[src/rtl/alu_share_arbiter_if.sv]
// Handshake and ALU-drive bundle for alu_share_arbiter.
// master = requesters plus ALU instance, slave = the arbiter itself.
interface alu_share_arbiter_if #(
    parameter int W    = 32,
    parameter int NREQ = 2
);
    logic [NREQ-1:0]   req_valid;
    logic [NREQ-1:0]   req_ready;
    logic [NREQ*W-1:0] req_a;
    logic [NREQ*W-1:0] req_b;
    logic [NREQ*3-1:0] req_op;
    logic [NREQ-1:0]   rsp_valid;
    logic [NREQ-1:0]   rsp_ready;
    logic [W-1:0]      rsp_result;
    logic              rsp_overflow;
    logic              rsp_err;
    logic [W-1:0]      alu_a;
    logic [W-1:0]      alu_b;
    logic [2:0]        alu_op;
    logic [W-1:0]      alu_result;
    logic              alu_overflow;

    modport master (
        output req_valid, req_a, req_b, req_op, rsp_ready,
        output alu_result, alu_overflow,
        input  req_ready, rsp_valid, rsp_result, rsp_overflow, rsp_err,
        input  alu_a, alu_b, alu_op
    );

    modport slave (
        input  req_valid, req_a, req_b, req_op, rsp_ready,
        input  alu_result, alu_overflow,
        output req_ready, rsp_valid, rsp_result, rsp_overflow, rsp_err,
        output alu_a, alu_b, alu_op
    );
endinterface

[src/rtl/alu_share_arbiter.sv]
// Round-robin share of one combinational ALU among NREQ issue ports.
// One transaction in flight: IDLE (accept) -> EXEC (settle) -> RESP.
module alu_share_arbiter #(
    parameter int W    = 32,
    parameter int NREQ = 2
) (
    input  logic               clk,
    input  logic               reset,
    alu_share_arbiter_if.slave bus
);
    localparam int IW = $clog2(NREQ);
    localparam logic [2:0] OP_ADD = 3'd3;
    localparam logic [2:0] OP_SUB = 3'd4;

    typedef enum logic [1:0] {
        IDLE = 2'd0,
        EXEC = 2'd1,
        RESP = 2'd2
    } state_t;

    state_t          state_q;
    logic [IW-1:0]   last_q;
    logic [IW-1:0]   gnt_q;
    logic [2:0]      op_q;
    logic [W-1:0]    alu_a_q;
    logic [W-1:0]    alu_b_q;
    logic [2:0]      alu_op_q;
    logic [W-1:0]    result_q;
    logic            ovf_q;
    logic            err_q;
    logic [NREQ-1:0] rsp_valid_q;

    logic [IW-1:0]   win;
    logic            found;
    logic [31:0]     idx;
    logic [2:0]      win_op;
    logic [W-1:0]    win_a;
    logic [W-1:0]    win_b;

    // Pick the first valid requester after the last one served, wrapping.
    always_comb begin
        win   = last_q;
        found = 1'b0;
        idx   = '0;
        for (int k = 1; k <= NREQ; k++) begin
            idx = (32'(last_q) + 32'(k)) % 32'(NREQ);
            if (!found && bus.req_valid[idx[IW-1:0]]) begin
                found = 1'b1;
                win   = idx[IW-1:0];
            end
        end
    end

    // Operands of the current round-robin winner.
    always_comb begin
        win_op = bus.req_op[win*3 +: 3];
        win_a  = bus.req_a[win*W +: W];
        win_b  = bus.req_b[win*W +: W];
    end

    // Accept strobe: only in IDLE, only for the winner, never under reset.
    always_comb begin
        bus.req_ready = '0;
        if (state_q == IDLE && found && !reset) begin
            bus.req_ready[win] = 1'b1;
        end
    end

    assign bus.alu_a        = alu_a_q;
    assign bus.alu_b        = alu_b_q;
    assign bus.alu_op       = alu_op_q;
    assign bus.rsp_valid    = rsp_valid_q;
    assign bus.rsp_result   = result_q;
    assign bus.rsp_overflow = ovf_q;
    assign bus.rsp_err      = err_q;

    // Transaction FSM with registered ALU drive and response.
    always_ff @(posedge clk or posedge reset) begin
        if (reset) begin
            state_q     <= IDLE;
            last_q      <= IW'(NREQ - 1);
            gnt_q       <= '0;
            op_q        <= '0;
            alu_a_q     <= '0;
            alu_b_q     <= '0;
            alu_op_q    <= '0;
            result_q    <= '0;
            ovf_q       <= 1'b0;
            err_q       <= 1'b0;
            rsp_valid_q <= '0;
        end else begin
            unique case (state_q)
                IDLE: begin
                    if (found) begin
                        gnt_q <= win;
                        op_q  <= win_op;
                        // Illegal ops leave the ALU ports untouched.
                        if (win_op <= OP_SUB) begin
                            alu_a_q  <= win_a;
                            alu_b_q  <= win_b;
                            alu_op_q <= win_op;
                        end
                        state_q <= EXEC;
                    end
                end
                EXEC: begin
                    if (op_q > OP_SUB) begin
                        result_q <= '0;
                        ovf_q    <= 1'b0;
                        err_q    <= 1'b1;
                    end else begin
                        result_q <= bus.alu_result;
                        ovf_q    <= bus.alu_overflow &&
                                    (op_q == OP_ADD || op_q == OP_SUB);
                        err_q    <= 1'b0;
                    end
                    rsp_valid_q        <= '0;
                    rsp_valid_q[gnt_q] <= 1'b1;
                    state_q            <= RESP;
                end
                RESP: begin
                    if (bus.rsp_ready[gnt_q]) begin
                        last_q      <= gnt_q;
                        rsp_valid_q <= '0;
                        state_q     <= IDLE;
                    end
                end
                default: begin
                    state_q <= IDLE;
                end
            endcase
        end
    end
endmodule
[src/flat_wrapper.sv]
// flat-port wrapper written by rule: the top's interface ports become plain ports
module alu_share_arbiter_flat 
#(
    parameter int W    = 32,
    parameter int NREQ = 2
)
  (clk, reset, bus_req_valid, bus_req_a, bus_req_b, bus_req_op, bus_rsp_ready, bus_alu_result, bus_alu_overflow, bus_req_ready, bus_rsp_valid, bus_rsp_result, bus_rsp_overflow, bus_rsp_err, bus_alu_a, bus_alu_b, bus_alu_op);
  alu_share_arbiter_if #(.W(W), .NREQ(NREQ)) bus_i ();
  input  logic clk;
  input  logic reset;
  input wire logic [$bits(bus_i.req_valid)-1:0] bus_req_valid;
  input wire logic [$bits(bus_i.req_a)-1:0] bus_req_a;
  input wire logic [$bits(bus_i.req_b)-1:0] bus_req_b;
  input wire logic [$bits(bus_i.req_op)-1:0] bus_req_op;
  input wire logic [$bits(bus_i.rsp_ready)-1:0] bus_rsp_ready;
  input wire logic [$bits(bus_i.alu_result)-1:0] bus_alu_result;
  input wire logic [$bits(bus_i.alu_overflow)-1:0] bus_alu_overflow;
  output wire logic [$bits(bus_i.req_ready)-1:0] bus_req_ready;
  output wire logic [$bits(bus_i.rsp_valid)-1:0] bus_rsp_valid;
  output wire logic [$bits(bus_i.rsp_result)-1:0] bus_rsp_result;
  output wire logic [$bits(bus_i.rsp_overflow)-1:0] bus_rsp_overflow;
  output wire logic [$bits(bus_i.rsp_err)-1:0] bus_rsp_err;
  output wire logic [$bits(bus_i.alu_a)-1:0] bus_alu_a;
  output wire logic [$bits(bus_i.alu_b)-1:0] bus_alu_b;
  output wire logic [$bits(bus_i.alu_op)-1:0] bus_alu_op;
  assign bus_i.req_valid = bus_req_valid;
  assign bus_i.req_a = bus_req_a;
  assign bus_i.req_b = bus_req_b;
  assign bus_i.req_op = bus_req_op;
  assign bus_i.rsp_ready = bus_rsp_ready;
  assign bus_i.alu_result = bus_alu_result;
  assign bus_i.alu_overflow = bus_alu_overflow;
  assign bus_req_ready = bus_i.req_ready;
  assign bus_rsp_valid = bus_i.rsp_valid;
  assign bus_rsp_result = bus_i.rsp_result;
  assign bus_rsp_overflow = bus_i.rsp_overflow;
  assign bus_rsp_err = bus_i.rsp_err;
  assign bus_alu_a = bus_i.alu_a;
  assign bus_alu_b = bus_i.alu_b;
  assign bus_alu_op = bus_i.alu_op;
  alu_share_arbiter #(.W(W), .NREQ(NREQ)) u_core (.clk(clk), .reset(reset), .bus(bus_i));
endmodule
[config.mk]
export PLATFORM = sky130hd
export DESIGN_NAME = alu_share_arbiter_flat
export DESIGN_NICKNAME = d
export VERILOG_FILES = /design/src/rtl/alu_share_arbiter_if.sv /design/src/rtl/alu_share_arbiter.sv /design/src/flat_wrapper.sv
export SDC_FILE = /design/constraint.sdc
export NUM_CORES = 1
export LEC_CHECK = 0
export CORE_MARGIN = 2
export CORE_UTILIZATION = 37
export DETAILED_ROUTE_END_ITERATION = 16
export PLACE_DENSITY_LB_ADDON = 0.08
export SLEW_MARGIN = 20
export SYNTH_ARGS = -nofsm -noshare
export SYNTH_HDL_FRONTEND = slang
export SYNTH_SLANG_ARGS = --single-unit
[constraint.sdc]
create_clock -name clk -period 4.72 [get_ports clk]
set_input_delay 1.416 -clock clk [delete_from_list [all_inputs] [get_ports clk]]
set_output_delay 1.416 -clock clk [all_outputs]
set_load 0.02 [all_outputs]
==> results of run 1 <==
-- cell usage in the layout, fill, tap and decap left out, types with 2 or more instances in the layout --
master             n
clkdlybuf4s50_1  277
dfrtp_1          109
a21oi_1           72
inv_1             71
o22ai_1           66
a22o_1            32
nor2_1            11
clkbuf_16          9
nand2_1            8
o21ai_0            6
buf_4              6
nor2b_1            3
nor3_1             3
o21ai_1            2
o2111ai_4          2
a31oi_1            2
a211oi_1           2
inv_6              2
bufinv_16          2
buf_12             2
-- worst max-delay path, delay by kind of cell --
kind	cells	cell delay (ns)
compound gates	1	0.38
buf+inv	2	1.15
simple gates	2	0.18
-- flip-flops by register name (all words and copies together) (netlist names) --
signal                   cells
u_core.bus.rsp_result       32
u_core.state_q               2
u_core.bus.rsp_err           1
u_core.op_q                  3
u_core.bus.rsp_overflow      1
u_core.last_q                1
u_core.bus.alu_op            3
u_core.bus.alu_b            32
u_core.bus.rsp_valid         2
u_core.gnt_q                 1
u_core.bus.alu_a            32
-- final timing paths --
check,end,cells past startpoint
max,bus_req_ready[0],5
min,u_core.bus.rsp_overflow$_DFFE_PP0P_,2
max reg2reg,u_core.bus.alu_a[14]$_DFFE_PP0P_,5
min reg2reg,u_core.bus.rsp_overflow$_DFFE_PP0P_,2
max in group asynchronous,u_core.bus.alu_b[15]$_DFFE_PP0P_,3
min in group asynchronous,u_core.bus.rsp_err$_DFFE_PP0P_,2
-- layout make-up --
type	instances	share of cell area (%)
Timing Repair Buffer	285	36.69
Sequential cell	110	35.36
Multi-Input combinational cell	221	17.80
Inverter	73	3.550
Clock buffer	10	3.068
Tap cell	147	2.361
Clock inverter	6	1.173
-- per-layer routing --
| metal | GRT usage (%) | vias up | wire, um |
|---|---|---|---|
| li1 | - | 2064 | - |
| met1 | 24.50 | 2054 | 5348 |
| met2 | 36.69 | 172 | 7060 |
| met3 | 6.589 | 19 | 1246 |
| met4 | 7.390 | 0 | 233 |
| met5 | 0 | - | 0 |
-- cell families after synthesis --
| group | after synthesis |
|---|---|
| compound gates | 187 |
| buf+inv | 102 |
| flops | 110 |
| mux | 2 |
| simple gates | 32 |
-- metrics by stage --
stage / utilization (%) / hold slack [ns] / std cells / power (mW)
detailed placement: 62.09 / 0.4880 / 836 / 4.231
global route: 64.84 / 0.5227 / 852 / 5.339
finish: 64.84 / 0.4933 / 852 / 5.023
global placement: 62.09 / 0.4724 / 836 / 4.175
CTS: 64.84 / 0.5053 / 852 / 5.081
floorplan: - / 0.5247 / 433 / 2.980
-- where the power goes --
group	switching [mW]	internal, mW
Sequential	0.253	1.40
Clock	0.348	0.484
Combinational	1.32	1.22
Total	1.92	3.10
==> results by group, run 1 <==
Clock tree
  • Clock sinks: 110
  • Post-CTS setup buffers: 0
  • Post-cts sizing count: 0
  • CTS clk-pin slew, worst paths: 0.07 ns
  • Clock Tree Buf Depth: 2
  • H-tree Lvls: 3
  • CTS tree: done
  • Worst-Skew Late Latency: 0.35 ns
  • Root Buffer: clkbuf_16
  • Post-cts hold buffer count: 0
  • Num CTS Buffers: 9

Placement
  • Hpwl dp: ~11000 um
  • IO Port Bufs: 277
  • DP Area: 0.007458 mm^2
  • Dpl ws: about 0.17 ns
  • Placer congestion estimate: 0.7479

Detailed routing
  • Via count: roughly 4300
  • Vias/cell: roughly 5
  • Initial DRC Count: 151
  • WL final: around 14000 um
  • Drt drc: 0
  • Detail Route Antenna Nets: 0
  • Router iterations before antenna repair: 4
  • Avg WL per Cell: 16.30 um

Pwr
  • Cell Pwr Density: 644.9 mW/mm^2
  • Maximum VDD drop: 0.0002742 V
  • Leak: 3.462 nW

Worst setup path
  • Crit path from: bus_req_valid[1]
  • Critical Path RT: 3.30 ns
  • CP endpoint kind: primary output
  • CP Launch Type: input pin
  • Worst flop-to-flop path startpoint: u_core.last_q$_DFFE_PP1P_
  • Crit-path cells: clkdlybuf4s50_1 -> nor2_1 -> a21oi_1 -> nor3_1 -> clkdlybuf4s50_1
  • WS Path Type: input pin to primary output
  • Critical-path maximum fanout: 5
  • CP max-delay cell: clkdlybuf4s50_1
  • Critical path's largest stage delay: 0.58 ns
  • CP arrival: 3.14 ns
  • Worst reg2reg setup slack: around 2.4 ns
  • Most used cell, CP: clkdlybuf4s50_1

Die
  • Die height: 114.8 um
  • Die ar.: about 0.013 mm^2
  • Core area: 0.01201 mm^2
  • Row cnt: 40
  • Initial Util: a little under two fifths
  • Die width: 114.8 um
  • Num ports: 278

Run
  • Max-cap violations: 0

Logic synthesis
  • Mux share of post-synthesis cell area: 0.4687%
  • Post-synthesis simple-gate area fraction: 3.364%
  • Post-synth EDFFs: 0
  • Post-synthesis register bit count: 110
  • Synth unique cells: 32
  • Sequential fraction of the synthesis area: 60.68%
  • Net Count, Synth: 606
  • Async SR Flop Fraction: 100.0%
  • Yosys top cell by area: dfrtp_1
  • Post-synthesis cell count: between 400 and 500
  • Yosys top cell area share: between 60 and 70%
  • Count leader, synth: dfrtp_1
  • Post-synthesis compound-gate area fraction: 25.75%
  • Post-synthesis area per instance: between 10 and 15 um^2
  • Most frequent cells after synthesis: 109 x dfrtp_1, 72 x a21oi_1, 72 x inv_1, 66 x o22ai_1, 32 x a22o_1
  • Synth area leaders: dfrtp_1 60%, o22ai_1 9.1%, a21oi_1 7.9%, a22o_1 6.2%, inv_1 6.0%
  • Post-Synth XOR/XNOR Area: 0%
  • Number of synthesis warnings: 0
  • Netlist Area Pre-Place: between 0.004 and 0.005 mm^2
  • Post-synthesis adder-cell area fraction: 0%
  • Main synth FF type: dfrtp_1
  • Largest family of logic cells by synthesized area: compound AO/OA/AOI/OAI gates

Global routing
  • Largest net degree at the start of global routing: between 70 and 80
  • Initial antenna violation count: 0
  • First-pass GRT wire length: 21570 um
  • Total gr overflow: 0
  • GR Util All Layers: 21.00%
  • Vias in the first global route: approximately 4400

Timing
  • Final hold vios: 0
  • Setup TNS: 0 ns
  • Final setup margin: 0.1676 ns
  • Rel. slew slack: 39.59%
  • Fin crit share: 96.45%
  • Post-layout min period: 4.552 ns
  • Final setup fails: 0
  • Max Slew Vio Count: 0
  • Worst slew pin tran: 0.9062 ns
  • RSZ-0062 raised after global routing: false
  • Max Clock Skew: between 0.007 and 0.008 ns
  • Max Freq: 219.7 MHz

Min path
  • Hold Path Origin: u_core.bus.rsp_overflow$_DFFE_PP0P_
  • Min-Delay Path Class: flip-flop to flip-flop

Status
  • Outcome: finished, final reports clean

Final layout
  • Antenna Cells: 0
  • Multi-input gate area: 0.001386 mm^2
  • Cell area after layout: roughly 0.0078 mm^2
  • # fillers: 1016
  • Final net count: 873
  • FF/Latch Area: about 0.0028 mm^2
  • Share of cells above drive strength 1: 4.823%
  • Synth-to-Final Area Change: 71.63%
Note: power is estimated with default switching activity, not from simulation.
==> run 2, diff against run 1 <==
CORE_MARGIN = 1   (was 2)
clock period = 4.9 ns   (was 4.72 ns; I/O delays follow)
==> results by group, run 2 (synthesis gave the netlist of run 1 again) <==
Die
  • Num ports: 278 (unchanged)
  • Row cnt: 40 (unchanged)
  • Initial Util: 37.94% (was 37.78%)
  • Core area: 0.01196 mm^2 (was 0.01201 mm^2)
  • Die height: 112.8 um (was 114.8 um)
  • Die ar.: 0.01271 mm^2 (was 0.01317 mm^2)
  • Die width: 112.8 um (was 114.8 um)

Worst setup path
  • Worst R2R Path Depth: 5 (unchanged)
  • CP endpoint kind: primary output (unchanged)
  • Worst Setup EP: bus_req_ready[0] (unchanged)
  • Crit path from: bus_req_valid[1] (unchanged)
  • CP Launch Type: input pin (unchanged)
  • Critical-path maximum fanout: 5 (unchanged)
  • WS Path Type: input pin to primary output (unchanged)
  • CP arrival: 3.20 ns (was 3.14 ns)
  • Critical Path RT: 3.43 ns (was 3.30 ns)
  • Worst R2R End: u_core.bus.alu_a[20]$_DFFE_PP0P_ (was u_core.bus.alu_a[14]$_DFFE_PP0P_)
  • Worst flop-to-flop path startpoint: u_core.last_q$_DFFE_PP1P_ (unchanged)
  • Worst reg2reg setup slack: 2.65 ns (was 2.43 ns)

Detailed routing
  • Initial DRC Count: 125 (was 151)
  • Drt drc: 0 (unchanged)
  • Detail Route Antenna Nets: 0 (unchanged)
  • Router iterations before antenna repair: 4 (unchanged)
  • Avg WL per Cell: 15.99 um (was 16.30 um)
  • WL final: 13590 um (was 13890 um)
  • Vias/cell: 5.022 (was 5.058)
  • Via count: 4269 (was 4309)

Clock tree
  • Clock Tree Buf Depth: 2 (unchanged)
  • Post-CTS setup buffers: 0 (unchanged)
  • Num CTS Buffers: 9 (unchanged)
  • CTS tree: done (unchanged)
  • Post-cts hold buffer count: 0 (unchanged)
  • CTS clk-pin slew, worst paths: 0.07 ns (about the same)
  • H-tree Lvls: 3 (unchanged)
  • Root Buffer: clkbuf_16 (unchanged)
  • Clock sinks: 110 (unchanged)
  • Worst-Skew Late Latency: 0.34 ns (was 0.35 ns)
  • Post-cts sizing count: 0 (unchanged)

Run
  • Max-cap violations: 0 (unchanged)

Pwr
  • Cell Pwr Density: 606.8 mW/mm^2 (was 644.9 mW/mm^2)
  • Leak: 3.414 nW (was 3.462 nW)
  • Maximum VDD drop: 0.0002336 V (was 0.0002742 V)

Global routing
  • Initial antenna violation count: 0 (unchanged)
  • Vias in the first global route: 4155 (was 4385)
  • Largest net degree at the start of global routing: 72 (was 75)
  • First-pass GRT wire length: 20890 um (was 21570 um)
  • Total gr overflow: 0 (unchanged)
  • GR Util All Layers: 21.13% (was 21.00%)

Timing
  • Worst slew pin tran: 0.8680 ns (was 0.9062 ns)
  • Final hold vios: 0 (unchanged)
  • Max Slew Vio Count: 0 (unchanged)
  • Final setup margin: 0.2324 ns (was 0.1676 ns)
  • Final setup fails: 0 (unchanged)
  • Max Clock Skew: 0.006281 ns (was 0.007399 ns)
  • Rel. slew slack: 42.13% (was 39.59%)
  • RSZ-0062 raised after global routing: false (unchanged)
  • Setup TNS: 0 ns (unchanged)
  • Post-layout min period: 4.668 ns
  • Max Freq: around 210 MHz
  • Fin crit share: a little over nine tenths

Status
  • Outcome: finished, final reports clean (unchanged)

Final layout
  • Antenna Cells: 0 (unchanged)
  • Commonest non-fill, non-tap cells in the layout: 277 x clkdlybuf4s50_1, 109 x dfrtp_1, 72 x a21oi_1 (unchanged)
  • Final net count: 872 (was 873)
  • Commonest non-fill, non-tap cell in the layout: clkdlybuf4s50_1 (unchanged)
  • Share of cells above drive strength 1: 4.410% (was 4.823%)
  • Synth-to-Final Area Change: 69.56% (was 71.63%)

Placement
  • Dpl ws: 0.2236 ns (was 0.1719 ns)
  • IO Port Bufs: 277 (unchanged)
  • Placer congestion estimate: 0.7427 (was 0.7479)
  • Hpwl dp: 10200 um (was 10520 um)

Min path
  • Min-Delay Path Class: flip-flop to flip-flop (unchanged)
-- run 2: cell types whose count changed in the layout (fill, tap and decap cells not counted), sizes merged --
cell and change:
buf -1, clkinvlp +1, bufinv -2, clkinv +2, inv -2
-- run 2: worst min-delay path by stage --
stage                                        startpoint                             endpoint  depth (start not counted)
finish              u_core.bus.rsp_overflow$_DFFE_PP0P_  u_core.bus.rsp_overflow$_DFFE_PP0P_                          2
global route        u_core.bus.rsp_overflow$_DFFE_PP0P_  u_core.bus.rsp_overflow$_DFFE_PP0P_                          2
CTS                 u_core.bus.rsp_overflow$_DFFE_PP0P_  u_core.bus.rsp_overflow$_DFFE_PP0P_                          2
detailed placement  u_core.bus.rsp_overflow$_DFFE_PP0P_  u_core.bus.rsp_overflow$_DFFE_PP0P_                          2
global placement    u_core.bus.rsp_overflow$_DFFE_PP0P_  u_core.bus.rsp_overflow$_DFFE_PP0P_                          2
floorplan                    u_core.op_q[1]$_DFFE_PP0P_           u_core.op_q[1]$_DFFE_PP0P_                          2
-- run 2: area by class of cell --
cell class / count / area (um^2)
clock inverters: 5 / 27.53
fillers: 977 / 4267
multi-input cells: 221 / 1386
clock buffers: 10 / 229.0
well taps: 147 / 183.9
flip-flops and latches: 110 / 2754
repair buffers: 284 / 2838
inverters: 73 / 276.5
-- run 2: metrics by stage --
step | hold slack, ns | instances | util [%] | instance area, um^2 | power, mW
final | 0.4831 | 850 | 64.33 | 7695 | 4.669
after CTS | 0.4863 | 850 | 64.33 | 7695 | 4.724
after global placement | 0.4693 | 835 | 62.19 | 7438 | 4.006
after detailed placement | 0.4705 | 835 | 62.19 | 7438 | 4.056
after floorplan | 0.5247 | 433 | - | 4538 | 2.870
after global routing | 0.4967 | 850 | 64.33 | 7695 | 4.950
-- run 2: where the power goes --
part / internal, mW / leakage [nW] / switching, mW
clock network: 0.339 / 0.128 / 0.311
logic: 1.16 / 2.02 / 1.26
registers: 1.35 / 1.27 / 0.247
-- run 2: per-layer routing --
layer | GRT usage (%) | wire (um) | up-vias
li1 | - | - | 2067
met2 | 36.91 | 6718 | 174
met1 | 23.88 | 5391 | 2015
met3 | 7.820 | 1308 | 13
met4 | 7.022 | 174 | 0
met5 | 0 | 0 | -
-- run 2: worst max-delay path: stages --
cell and delay [ns]:
clkdlybuf4s50_1 0.58, nor2_1 0.11, a21oi_1 0.38, nor3_1 0.08
clkdlybuf4s50_1 0.57
==> run 3, diff against run 2 <==
TNS_END_PERCENT = 10   (was unset)
==> results of run 3 <==
Final layout, timing and power as in run 2 (identical DEF).
